### config.mk
export PLATFORM = sky130hd
export DESIGN_NAME = win_icon_square
export DESIGN_NICKNAME = d
export VERILOG_FILES = /design/src/rtl/win_icon_square.sv
export SDC_FILE = /design/constraint.sdc
export NUM_CORES = 1
export LEC_CHECK = 0
export CAP_MARGIN = 20
export CORE_MARGIN = 3
export CORE_UTILIZATION = 35
export DETAILED_ROUTE_END_ITERATION = 6
export SETUP_SLACK_MARGIN = 0.5
export SYNTH_ARGS = -nofsm -noshare
export SYNTH_HDL_FRONTEND = slang
export SYNTH_SLANG_ARGS = --single-unit
### constraint.sdc
create_clock -name clk -period 4.2 [get_ports clk]
set_clock_uncertainty 0.05 [all_clocks]
set_input_delay 0.84 -clock clk [delete_from_list [all_inputs] [get_ports clk]]
set_output_delay 0.84 -clock clk [all_outputs]
set_load 0.02 [all_outputs]
### src/rtl/win_icon_square.sv
// Win-icon placement/animation: drops a 32x32 icon under gravity, blinks it, then holds it,
// and produces the registered per-pixel inside/offset signals for the bitmap stage.
module win_icon_square #(
    parameter int OBJECT_WIDTH  = 32,
    parameter int OBJECT_HEIGHT = 32,
    parameter int START_X       = 304,
    parameter int START_Y       = 0,
    parameter int TARGET_Y      = 224,
    parameter int GRAVITY       = 1,
    parameter int MAX_SPEED     = 16,
    parameter int BLINK_PERIOD  = 8,
    parameter int BLINK_FRAMES  = 64
) (
    input  logic        clk,
    input  logic        resetN,
    input  logic [10:0] pixelX,
    input  logic [10:0] pixelY,
    input  logic        startOfFrame,
    input  logic        winEvent,
    input  logic        clearEvent,
    output logic [10:0] offsetX,
    output logic [10:0] offsetY,
    output logic        InsideRectangle,
    output logic [10:0] topLeftY,
    output logic        animDone
);

    typedef enum logic [1:0] {S_IDLE, S_DROP, S_BLINK, S_SHOW} state_t;

    state_t      r_state, w_state_nxt;
    logic [10:0] r_topLeftY, w_y_nxt;
    logic [4:0]  r_speed, w_speed_nxt, w_speed_new;
    logic [6:0]  r_blinkCnt, w_blink_nxt;
    logic [5:0]  w_speed_inc;
    logic [11:0] w_y_sum;
    logic        w_visible;
    logic        w_blink_odd;
    logic        w_inside;
    logic [11:0] w_px12, w_py12, w_top12;

    always_ff @(posedge clk or negedge resetN) begin
        if (!resetN) begin
            r_state    <= S_IDLE;
            r_topLeftY <= 11'(START_Y);
            r_speed    <= '0;
            r_blinkCnt <= '0;
        end else begin
            r_state    <= w_state_nxt;
            r_topLeftY <= w_y_nxt;
            r_speed    <= w_speed_nxt;
            r_blinkCnt <= w_blink_nxt;
        end
    end

    // Speed saturates before it is added, so the landing frame uses the clamped speed.
    always_comb begin
        w_speed_inc = {1'b0, r_speed} + 6'(GRAVITY);
        w_speed_new = (w_speed_inc > 6'(MAX_SPEED)) ? 5'(MAX_SPEED) : w_speed_inc[4:0];
        w_y_sum     = {1'b0, r_topLeftY} + {7'd0, w_speed_new};
        w_state_nxt = r_state;
        w_y_nxt     = r_topLeftY;
        w_speed_nxt = r_speed;
        w_blink_nxt = r_blinkCnt;
        if (clearEvent) begin
            w_state_nxt = S_IDLE;
            w_y_nxt     = 11'(START_Y);
            w_speed_nxt = '0;
            w_blink_nxt = '0;
        end else begin
            unique case (r_state)
                S_IDLE: begin
                    if (winEvent) begin
                        w_state_nxt = S_DROP;
                        w_y_nxt     = 11'(START_Y);
                        w_speed_nxt = '0;
                    end
                end
                S_DROP: begin
                    if (startOfFrame) begin
                        w_speed_nxt = w_speed_new;
                        if (w_y_sum >= 12'(TARGET_Y)) begin
                            w_y_nxt     = 11'(TARGET_Y);
                            w_blink_nxt = '0;
                            w_state_nxt = S_BLINK;
                        end else begin
                            w_y_nxt = w_y_sum[10:0];
                        end
                    end
                end
                S_BLINK: begin
                    if (startOfFrame) begin
                        if (r_blinkCnt == 7'(BLINK_FRAMES - 1))
                            w_state_nxt = S_SHOW;
                        else
                            w_blink_nxt = r_blinkCnt + 7'd1;
                    end
                end
                S_SHOW: ;
                default: w_state_nxt = S_IDLE;
            endcase
        end
    end

    always_comb begin
        w_blink_odd = ((r_blinkCnt / 7'(BLINK_PERIOD)) & 7'd1) != 7'd0;
        w_visible   = 1'b0;
        animDone    = 1'b0;
        unique case (r_state)
            S_IDLE:  w_visible = 1'b0;
            S_DROP:  w_visible = 1'b1;
            S_BLINK: w_visible = !w_blink_odd;
            S_SHOW: begin
                w_visible = 1'b1;
                animDone  = 1'b1;
            end
            default: w_visible = 1'b0;
        endcase
    end

    assign topLeftY = r_topLeftY;

    // Bounds in 12 bits so the box edge near the top of the range cannot wrap.
    assign w_px12   = {1'b0, pixelX};
    assign w_py12   = {1'b0, pixelY};
    assign w_top12  = {1'b0, r_topLeftY};
    assign w_inside = w_visible
                      && (w_px12 >= 12'(START_X))
                      && (w_px12 <  12'(START_X + OBJECT_WIDTH))
                      && (w_py12 >= w_top12)
                      && (w_py12 <  w_top12 + 12'(OBJECT_HEIGHT));

    always_ff @(posedge clk or negedge resetN) begin
        if (!resetN) begin
            InsideRectangle <= 1'b0;
            offsetX         <= '0;
            offsetY         <= '0;
        end else begin
            InsideRectangle <= w_inside;
            offsetX         <= w_inside ? (pixelX - 11'(START_X)) : '0;
            offsetY         <= w_inside ? (pixelY - r_topLeftY) : '0;
        end
    end

endmodule

==> qor.csv <==
metric;value;unit
outcome;finished clean;
slew_violations;0;
syn_nets;423;
die_x;104;um
gp_congestion;0.913;
antenna_cells;0;
rsz0062_at_grt;true;
drt-total-wl;8340;um
ys.warnings.count;0;
viasPerCell;5.26;
cellLeakagePower;0.00192;uW
fin_area;0.00434;mm^2
dp_slack;0.184;ns
setup_viol;0;
ys_ff_latch;48;
cts_sinks;48;
first_iter_violations;212;
core_area;0.00928;mm^2
grt_max_degree;49;
start_kind;flip-flop;
synth_edf_count;0;
numCtsBuffers;5;
hold_violations;0;
io_pins;62;
fin_nets;490;
postLayoutCoreUtil;0.467;
syn_avg_cell_area;9.19;um^2
layout.area.seq;0.00120;mm^2
cp-end-kind;flip-flop;
synth_area;0.00336;mm^2
maxCapViolations;0;
worst_pin_slew;0.673;ns
cts_tree;built;
arrival;3.82;ns
relSlewSlack;0.549;
cp_num_buf_inv;0;
antenna_found_initial;0;
tns;0;ns
vdd_drop_max;0.141;mV
synthToLayoutAreaGrowth;28.9;%
root_buffer;clkbuf_8;
initial_core_util;0.362;
overflow;0;
ant_nets;0;
cpPeakStageDelay;0.46;ns
synthFlopType;dfrtp_1;
hp-class;input port to asynchronous set/reset pin;
drc;0;
synth_top_cell_by_area;dfrtp_1;
post-place-cells;545;
yosys-top-cells-area;dfrtp_1 36%, ha_1 11%, and3_1 3.5%, inv_1 3.3%, a21oi_1 3.3%;
required;4.35;ns
crit_slowest_cell;dfrtp_2;
grt_pass1_vias;2918;
dieArea;0.0108;mm^2
port_buffers;61;
htree_levels;2;
cp_top_family;compound AO/OA/AOI/OAI gates;
fp-row-count;35;
grtUsageTotal;0.154;
async_flop_share;1.00;
clkTransAtPathRegs;0.09;ns
placed_area;0.00409;mm^2
clk_path_buf_depth;2;
powerDensity;300;mW/mm^2
postCtsHoldBufs;0;
worstSetupPathType;flip-flop to flip-flop;
syn_inst;366;
clock.fmax;0.273;GHz
grt_pass1_wl;14000;um
path_cells;ha_4, or3b_1, a21oi_2, o311ai_4, xnor2_1, ha_2, a222oi_1, o211ai_1, a311o_1, o22ai_4, o211ai_4, and2_4, mux2_4;
die_h;104;um
num_vias;2961;
critical_path_peak_fanout;7;
clk_latency;0.31;ns
post-route-period-util;0.873;
dpl.hpwl;6120;um
stdcell_count;563;
ys_types;67;
post-route-min-period;3.67;ns
drive_gt1_frac;0.0991;
layout_setup_ws;0.532;ns
fillers;887;
multi_input_area;0.00204;mm^2
wl_per_cell;14.8;um
yosysSeqAreaShare;0.357;
first_pass_iters;4;
synthDominantCellAreaShare;0.357;
## layout by cell type (no fill, tap or decap), types with 4 or more instances in the layout
master           Yosys  layout
nor4_1               4       4
and2_1               6       5
xor2_1               6       6
xnor2_1             10      10
buf_4                1       9
and3_1              19      19
clkbuf_8             0       6
a22o_1               4       4
o21ai_0             19      19
clkdlybuf4s50_1      0      60
nor2b_1              4       4
a21o_1               9       9
dfrtp_1             48      46
nand2_1             24      24
nand2b_1             5       4
nand3_1             17      16
inv_1               30      30
ha_1                29      27
nor3_1              10      10
nor2_1              19      19
a21oi_1             22      22
## registers in the layout (all words and copies together), names as in the netlist
signal and count:
offsetX 11, offsetY 11, topLeftY 11, r_blinkCnt 7, r_speed 5, r_state 2
InsideRectangle 1
## through the flow
| stage | power (uW) | hold slack (ns) |
|---|---|---|
| 5_1_grt | 1390 | 0.338 |
| 2_1_floorplan | 827 | 0.442 |
| 3_3_place_gp | 954 | 0.470 |
| 4_1_cts | 1280 | 0.477 |
| 6_report | 1300 | 0.335 |
| 3_5_place_dp | 952 | 0.461 |
## power by group
group	leakage, uW	switching (uW)	internal, uW
Clock	0.0000434	165	134
Combinational	0.00121	274	216
Sequential	0.000665	26.6	484
## Yosys cell counts (3+ instances only)
master    count
clkbuf_1      8
nand2_1      24
a21oi_1      22
a22oi_1       3
and3_1       19
inv_1        30
ha_1         29
a22o_1        4
and2_1        6
nor3_1       10
o21ai_0      19
nand2b_1      5
o21a_1        3
a31oi_1       3
nor2b_1       4
a21o_1        9
nand3_1      17
nor4_1        4
xnor2_1      10
o32ai_1       4
xor2_1        6
nor2_1       19
dfrtp_1      48
## area by class of cell
class,instances,area share
clock inverter,2,0.00346
multi-input combinational,275,0.470
timing repair buffer,73,0.167
inverter,30,0.0260
sequential,48,0.278
clock buffer,6,0.0190
tap,129,0.0372
## repair_timing
action,CTS,global route
resized for setup,7,8
pin swaps,6,13
setup endpoints to repair,14,35
cloned,0,0
buffers inserted,6,3
## worst paths after layout
kind,slack [ns],end,depth (start not counted),startpoint
setup / recovery,0.53,r_blinkCnt[0],13,r_speed[1]
hold / removal,0.33,offsetY[0],1,resetN
setup reg to reg,0.53,r_blinkCnt[0],13,r_speed[1]
hold reg to reg,0.47,r_blinkCnt[6],2,r_blinkCnt[6]
max in group asynchronous,3.27,r_speed[1],2,resetN
min in group clk,0.47,r_blinkCnt[6],2,r_blinkCnt[6]
## cells by family after synthesis
kind of cell,share of synthesized area
AO/OA/AOI/OAI,0.205
XOR/XNOR,0.0513
adder cells (fa/ha/maj),0.114
buffers and inverters,0.0543
flip-flops,0.357
multiplexers,0.0138
AND/OR/NAND/NOR,0.205
## per-layer routing
metal / wire length [um] / track usage
met1: 3910 / 0.205
met2: 3970 / 0.259
met3: 351 / 0.0279
met4: 118 / 0.0427
met5: 0 / 0
## worst reg2reg max path, delay by kind of cell, from the launching register on
kind | cells | cell delay (ns)
mux | 1 | 0.29
xor+xnor | 1 | 0.16
compound gates | 7 | 1.64
fa+ha+maj | 2 | 0.42
flops | 1 | 0.46
simple gates | 2 | 0.55
No activity file was read; power rests on OpenSTA's default activity.
